<file path="src/rtl/router_egress_arbiter.sv">
// Round-robin egress scheduler: picks one of three router output FIFOs,
// drains exactly one framed packet (header, len payload bytes, parity byte)
// onto the shared egress link, and aborts the packet if the granted FIFO
// starves for STALL_LIMIT consecutive cycles.
module router_egress_arbiter #(
  parameter int DATA_W      = 8,
  parameter int STALL_LIMIT = 32,
  parameter int CNT_W       = 6
) (
  input  logic              clk,
  input  logic              resetn,
  input  logic              vld_out_0,
  input  logic              vld_out_1,
  input  logic              vld_out_2,
  input  logic [DATA_W-1:0] dout0,
  input  logic [DATA_W-1:0] dout1,
  input  logic [DATA_W-1:0] dout2,
  input  logic              egress_ready,
  output logic              read_enb_0,
  output logic              read_enb_1,
  output logic              read_enb_2,
  output logic [DATA_W-1:0] egress_data,
  output logic              egress_valid,
  output logic              egress_sop,
  output logic              egress_eop,
  output logic [1:0]        egress_port,
  output logic              egress_abort,
  output logic              arb_busy
);

  localparam logic [2:0] S_IDLE  = 3'd0;
  localparam logic [2:0] S_HDR   = 3'd1;
  localparam logic [2:0] S_LEN   = 3'd2;
  localparam logic [2:0] S_BODY  = 3'd3;
  localparam logic [2:0] S_DRAIN = 3'd4;

  localparam int SW = $clog2(STALL_LIMIT + 1);
  localparam logic [SW-1:0]    STALL_ONE  = SW'(1);
  localparam logic [SW-1:0]    STALL_LAST = SW'(STALL_LIMIT - 1);
  localparam logic [CNT_W:0]   REM_ONE    = (CNT_W + 1)'(1);

  logic [2:0]        state;
  logic [1:0]        grant;
  logic [1:0]        rr_ptr;
  logic [CNT_W:0]    remain;
  logic [SW-1:0]     stall_cnt;

  logic [2:0]        vld_vec;
  logic              vld_g;
  logic [DATA_W-1:0] dout_g;
  logic              any_vld;
  logic [1:0]        pick;
  logic [1:0]        cand1;
  logic [1:0]        cand2;
  logic              in_xfer;
  logic              issue;
  logic              stall_hit;

  function automatic logic [1:0] next_port(input logic [1:0] p);
    return (p == 2'd2) ? 2'd0 : p + 2'd1;
  endfunction

  // Granted-port mux, round-robin candidate selection and read issue.
  always_comb begin
    vld_vec = {vld_out_2, vld_out_1, vld_out_0};
    any_vld = |vld_vec;
    vld_g   = vld_vec[grant];
    case (grant)
      2'd1:    dout_g = dout1;
      2'd2:    dout_g = dout2;
      default: dout_g = dout0;
    endcase
    cand1 = next_port(rr_ptr);
    cand2 = next_port(cand1);
    if (vld_vec[cand1])      pick = cand1;
    else if (vld_vec[cand2]) pick = cand2;
    else                     pick = rr_ptr;
    in_xfer   = (state == S_HDR) || (state == S_BODY);
    issue     = in_xfer && vld_g && egress_ready;
    stall_hit = in_xfer && !vld_g && (stall_cnt == STALL_LAST);
  end

  // Read strobes and link outputs; data is masked so an idle link reads zero.
  always_comb begin
    read_enb_0  = issue && (grant == 2'd0);
    read_enb_1  = issue && (grant == 2'd1);
    read_enb_2  = issue && (grant == 2'd2);
    egress_data = egress_valid ? dout_g : '0;
    egress_port = grant;
  end

  // Packet FSM, stall counter and registered egress framing flags.
  always_ff @(posedge clk or negedge resetn) begin
    if (!resetn) begin
      state        <= S_IDLE;
      grant        <= '0;
      rr_ptr       <= 2'd2;
      remain       <= '0;
      stall_cnt    <= '0;
      arb_busy     <= 1'b0;
      egress_valid <= 1'b0;
      egress_sop   <= 1'b0;
      egress_eop   <= 1'b0;
      egress_abort <= 1'b0;
    end else begin
      egress_valid <= issue;
      egress_sop   <= issue && (state == S_HDR);
      egress_eop   <= issue && (state == S_BODY) && (remain == REM_ONE);
      egress_abort <= 1'b0;
      if (stall_hit) begin
        egress_abort <= 1'b1;
        rr_ptr       <= grant;
        arb_busy     <= 1'b0;
        stall_cnt    <= '0;
        state        <= S_IDLE;
      end else begin
        case (state)
          S_IDLE: begin
            if (any_vld) begin
              grant     <= pick;
              arb_busy  <= 1'b1;
              stall_cnt <= '0;
              state     <= S_HDR;
            end
          end
          S_HDR: begin
            if (issue) begin
              stall_cnt <= '0;
              state     <= S_LEN;
            end else if (!vld_g) begin
              stall_cnt <= stall_cnt + STALL_ONE;
            end
          end
          S_LEN: begin
            // Header is on dout_g now; one extra count covers the parity byte.
            remain    <= {1'b0, dout_g[2 +: CNT_W]} + REM_ONE;
            stall_cnt <= '0;
            state     <= S_BODY;
          end
          S_BODY: begin
            if (issue) begin
              stall_cnt <= '0;
              remain    <= remain - REM_ONE;
              if (remain == REM_ONE) state <= S_DRAIN;
            end else if (!vld_g) begin
              stall_cnt <= stall_cnt + STALL_ONE;
            end
          end
          S_DRAIN: begin
            rr_ptr   <= grant;
            arb_busy <= 1'b0;
            state    <= S_IDLE;
          end
          default: state <= S_IDLE;
        endcase
      end
    end
  end

endmodule

</file>
<file path="config.mk">
export PLATFORM = sky130hd
export DESIGN_NAME = router_egress_arbiter
export DESIGN_NICKNAME = d
export VERILOG_FILES = /design/src/rtl/router_egress_arbiter.sv
export SDC_FILE = /design/constraint.sdc
export NUM_CORES = 1
export LEC_CHECK = 0
export ABC_AREA = 1
export CORE_UTILIZATION = 40
export CTS_CLUSTER_DIAMETER = 50
export DETAILED_ROUTE_END_ITERATION = 10
export PLACE_DENSITY = 0.67
export SLEW_MARGIN = 20
export SYNTH_ARGS = -nofsm -noshare
export SYNTH_HDL_FRONTEND = slang
export SYNTH_SLANG_ARGS = --single-unit
</file>
<file path="constraint.sdc">
create_clock -name clk -period 4.04 [get_ports clk]
set_input_delay 0.808 -clock clk [delete_from_list [all_inputs] [get_ports clk]]
set_output_delay 0.808 -clock clk [all_outputs]
set_load 0.05 [all_outputs]
</file>
==> key figures <==
Status
  – Outcome: finished clean

Synthesis
  – Synth cell types: 37
  – Sequential fraction of the synthesis area: 32.1%
  – Mapped Area: 1950 um2
  – FF+latch count, synth: 25
  – Synth warn: 0
  – Syn_nets: 314
  – Synth Instances: 277
  – Mapped Avg Cell Area: 7.05 um2

Floorplanning
  – Core area: 4720 um2
  – # IOs: 48
  – Starting density of the core: 41.3%
  – Rows: 25
  – Chip height: 71.9 um
  – Die area: 5160 um2
  – Die width: 71.9 um

Placement
  – Port Buf Inserts: 47
  – DP Cell Count: 387
  – Dpl hpwl: 3560 um
  – Pre-CTS WS: 0.327 ns
  – Global placer's final weighted congestion: 0.945

Worst setup path
  – CP Class: input pin to output port
  – Worst setup SP type: input pin
  – Crit path DAT: 2.91 ns
  – Req. time, crit path: 3.23 ns
  – Worst Path Max Fanout: 6
  – Setup crit end kind: output port
  – CP max stage delay: 0.81 ns
  – Crit path cell chain: clkdlybuf4s50_1, nand2_1, nand2_2, nand3_4, nor2_4, nand2_1, nor2_1, clkdlybuf4s50_1
  – CP max stage cell: clkdlybuf4s50_1

Pwr
  – Power Dens Cells: 752 nW/um2
  – Static leakage: 0.00117 uW
  – IR drop worst, VDD: 0.258 mV

Timing
  – Final hold vios: 0
  – Final setup violation count: 0
  – RSZ-0062 raised after global routing: no
  – Max Clock Freq: 269 MHz
  – Final TNS setup: 0 ns
  – Worst clock skew: 0.00447 ns
  – Hold slack: 0.480 ns
  – Period utilization: 91.9%
  – Slew HR: 65.6%
  – Setup slack after layout: 0.327 ns
  – Post-layout min period: 3.71 ns
  – Final slew viol count: 0
  – Worst-margin pin slew: 0.514 ns

Global routing
  – Gr ovfl total: 0
  – Initial antenna violation count: 0
  – Total track usage: 18.6%
  – Vias in the first global route: 1,754
  – First-pass GRT wire length: 7760 um
  – Largest net degree at the start of global routing: 26

Cells and area
  – P&R area growth vs syn: 28.7%
  – # fillers: 473
  – Layout Cells excl Fill: 391
  – Diode count: 0
  – Multi-input logic area: 1110 um2
  – Layout cell share with drive strength beyond 1: 11.4%
  – Final Util: 53.2%
  – Nets: 362
  – Register area: 627 um2

Drt
  – Via density per instance: 4.75
  – Antenna Violating Nets Remaining: 0
  – DRC: 0
  – Post-DR wirelength/cell: 11.6 um
  – TritonRoute pass-1 iters: 4
  – DR iter-0 viols: 100
  – DRT Wirelength: 4530 um
  – Routed via count: 1,859

CTS
  – TritonCTS clock tree: yes
  – Hold Buf Count CTS: 0
  – Cts bufs inserted: 3
  – Post-CTS Setup Repair Bufs: 0
  – PostCTS Resize Cnt: 0
  – Worst-case clock buffer depth: 2
  – CTS Sinks: 25
  – Clock H-tree levels: 1
  – Worst skew pair latency: 0.27 ns
  – Reg clk slew, reported paths: 0.10 ns
  – Root buffer cell: clkbuf_8

Worst hold path
  – Worst hold path type: flop to flop

Flow run
  – # Max-Cap Violations: 0
per-stage QoR:
stage               power, uW  cell area, um2
floorplan                1470            1950
global placement         1730            2460
detailed placement       1740            2460
CTS                      1910            2510
global route             2080            2510
finish                   1890            2510
logic make-up (layout without fill, tap and decap cells):
| group | Yosys count | after routing | share of synthesized area [%] |
|---|---|---|---|
| and+or+nand+nor | 153 | 153 | 37.8 |
| buffers and inverters | 48 | 95 | 10.9 |
| AOI/OAI and AO/OA | 39 | 39 | 12.5 |
| DFF | 25 | 25 | 32.1 |
| adders and majority gates | 7 | 7 | 4.49 |
| xor gates and xnor gates | 5 | 5 | 2.24 |
Yosys cell counts (all sizes together):
library cell / count / area [um2]
a31oi: 3 / 18.8
xor2: 5 / 43.8
o211ai: 2 / 25.0
o31ai: 1 / 7.51
o21ai: 25 / 136
buf: 5 / 51.3
a21oi: 4 / 23.8
ha: 7 / 87.6
and3: 1 / 6.26
nand4: 6 / 43.8
dfstp: 1 / 26.3
nand2: 72 / 280
dfrtp: 24 / 601
nand3: 27 / 165
or2: 5 / 31.3
nand3b: 1 / 7.51
inv: 43 / 161
a31o: 2 / 17.5
nor3: 9 / 50.1
nor2: 32 / 153
a22oi: 2 / 15.0
report_power, final:
group	total, uW	switching (uW)	internal (uW)
clock network	156	86.3	70.0
registers	415	80.4	334
logic	1320	867	450
total	1890	1030	854
layer usage:
metal / share of wire [%] / vias to the layer above / global-route usage [%]
met5: 0 / - / 0
met4: 0.99 / 0 / 5.23
met3: 7.4 / 4 / 2.81
met2: 44 / 72 / 31.6
met1: 48 / 794 / 24.8
li1: - / 989 / -
area by class of cell:
type / count / share of cell area [%]
flip-flops and latches: 25 / 25.0
inverters: 43 / 6.43
multi-input cells: 204 / 44.3
repair buffers: 48 / 19.0
clock inverters: 1 / 0.299
clock buffers: 3 / 1.64
well taps: 67 / 3.34
registers in the layout (all words and copies together), names as in the netlist, 2 cells and up:
signal and cells:
egress_port 2, state 3, rr_ptr 2, remain 7, stall_cnt 6
worst paths after layout:
check / startpoint / endpoint / slack [ns] / cells after the start
worst min register to register: arb_busy / arb_busy / 0.48 / 2
worst max register to register: egress_port[1] / remain[2] / 1.57 / 10
worst min-delay path: arb_busy / arb_busy / 0.48 / 2
worst max-delay path: vld_out_2 / read_enb_2 / 0.33 / 8
max in group asynchronous: resetn / rr_ptr[1] / 2.85 / 2
min in group asynchronous: resetn / remain[6] / 0.90 / 2
worst max-delay path, delay by kind of cell:
kind          cells  cell delay [ns]
simple gates      6             0.71
buf+inv           2             1.38
cells in the final DEF, fill, tap and decap left out, drive strengths merged, types with 5 or more instances in the layout:
cell type	count
nand2	72
clkdlybuf4s50	47
inv	43
nor2	32
nand3	27
o21ai	25
dfrtp	24
nor3	9
ha	7
nand4	6
xor2	5
or2	5
(Power assumes the default switching activity.)
==> patch (same flow settings) <==
Change the parameter `CNT_W` from 6 to 3.
--- a/src/rtl/router_egress_arbiter.sv
+++ b/src/rtl/router_egress_arbiter.sv
@@ -5,7 +5,7 @@
 module router_egress_arbiter #(
   parameter int DATA_W      = 8,
   parameter int STALL_LIMIT = 32,
-  parameter int CNT_W       = 6
+  parameter int CNT_W       = 3
 ) (
   input  logic              clk,
   input  logic              resetn,
Behaviour: not the same (a bounded check fails within 10 cycles, from zero or initial values and one cycle with resetn low).
==> patch against the unedited design <==
Design area is 11% lower. Global-route usage is 0.41 points lower. Sequential cell count is 3 lower. Area after synthesis is 14% lower. Routed wire length is 16% lower. Power is 17% lower. Clock power is 4% higher. Sequential power is 9.9% lower. Setup slack better by 190 ps. Register-to-register slack better by 200 ps. Critical path type is now flop to output port. Largest cell class unchanged. Largest power group unchanged.
==> patch: results (changes against the unedited design) <==
metric	value	unit	change
top flop regs	stall_cnt x6, remain x4, state x3		
GR Overflow Total	0		unchanged
end of the worst register-to-register path	remain[2]$_DFFE_PN0P_		
Reg power frac	23.9	%	+1.9 points
Setup WS post-layout	513	ps	+187 ps
First-pass DRT Iterations	4		unchanged
antenna fix cells	0		unchanged
cells taking the most area after synthesis	dfrtp_1, nand2_1, inv_1		
clock-net power	0.163	mW	+4%
drt wl/cell	11.3	um	-2.5%
Worst Clk Skew	3.93	ps	-0.537 ps
Synth Area per Inst	7.01	um2	-0.56%
count of different cell masters after synthesis	31		-16%
vias	1620		-13%
Critical path origin	egress_port[1]$_DFFE_PN0P_		
largest net degree at the start of global routing	23		-12%
HPWL after detailed placement	2910	um	-18%
final setup violation count	0		unchanged
total CTS buffers	3		unchanged
Vias per Instance	4.82		+1.4%
Worst Path Arrival	2720	ps	-190 ps
most instantiated cells after synthesis	nand2_1, inv_1, nor2_1, dfrtp_1, nand3_1		
first-pass GRT wire length	6210	um	-20%
post_cts resized	0		unchanged
metal2 WL	1680	um	-15%
max layer used	met4		
launch point of the worst reg-to-reg path	egress_port[0]$_DFFE_PN0P_		
fin nets	324		-10%
total global-route track usage	18.2	%	-0.41 points
worst r2r path cells	11		+1
grt met1 use	23.5	%	-1.2 points
CP Max Fanout	17		+11
Placer Congestion	0.877		-7.3%
max_cap viols	0		unchanged
Worst-Margin Slew	525	ps	+10.4 ps
layout cells sized above 1	12.2	%	+0.82 points
initial antenna violation count	0		unchanged
H-tree depth	1		unchanged
post-synthesis sequential area ratio	32.8	%	+0.70 points
ys flop type	dfrtp_1		
reg2reg setup slack	1770	ps	+200 ps
Iteration-0 DRC Markers	63		-37%
worst setup path endpoint	egress_data[1]		
worst hold stages	2		unchanged
sw power	0.818	mW	-21%
DR WL met3	319	um	-4.5%
status	complete, no violations		
placed insts	332		-14%
Hold Slack	499	ps	+18.7 ps
CTS clk-pin slew, worst paths	90	ps	
vias in the first global route	1419		-19%
met2 Use GR	30.8	%	-0.74 points
GR Util met3	2.05	%	-0.76 points
M1 WL	1760	um	-19%
Peak VDD IR	271	uV	+4.7%
P_leak	1.11	nW	-5.1%
Mapped Nets	277		-12%
Setup WS pre-CTS	504	ps	+178 ps
## patch: layout make-up
class	instances	area, um2
fillers	382	1790
multi-input cells	175	955
flip-flops and latches	22	552
repair buffers	47	465
inverters	38	150
well taps	50	62.6
clock buffers	4	55.1
## patch: worst max-delay path, stage by stage, from the launching register on
cell and delay, ps:
dfrtp_1 460, inv_1 140, ha_1 600, o21ai_0 190
a31o_2 240, inv_1 50, clkdlybuf4s50_1 780
## patch: cells by family (layout without fill, tap and decap cells)
| kind of cell | count (synthesis) | count (layout) | synth area share [%] |
|---|---|---|---|
| and+or+nand+nor | 131 | 131 | 37.4 |
| DFF | 22 | 22 | 32.8 |
| xor gates and xnor gates | 4 | 4 | 2.08 |
| buffers and inverters | 43 | 89 | 10.4 |
| adders and majority gates | 7 | 7 | 5.21 |
| AOI/OAI and AO/OA | 33 | 33 | 12.1 |
## patch: metrics by stage
step	power, mW	area, um2
floorplan	1.16	1680
global placement	1.41	2190
detailed placement	1.42	2190
CTS	1.58	2240
global route	1.72	2240
finish	1.57	2240
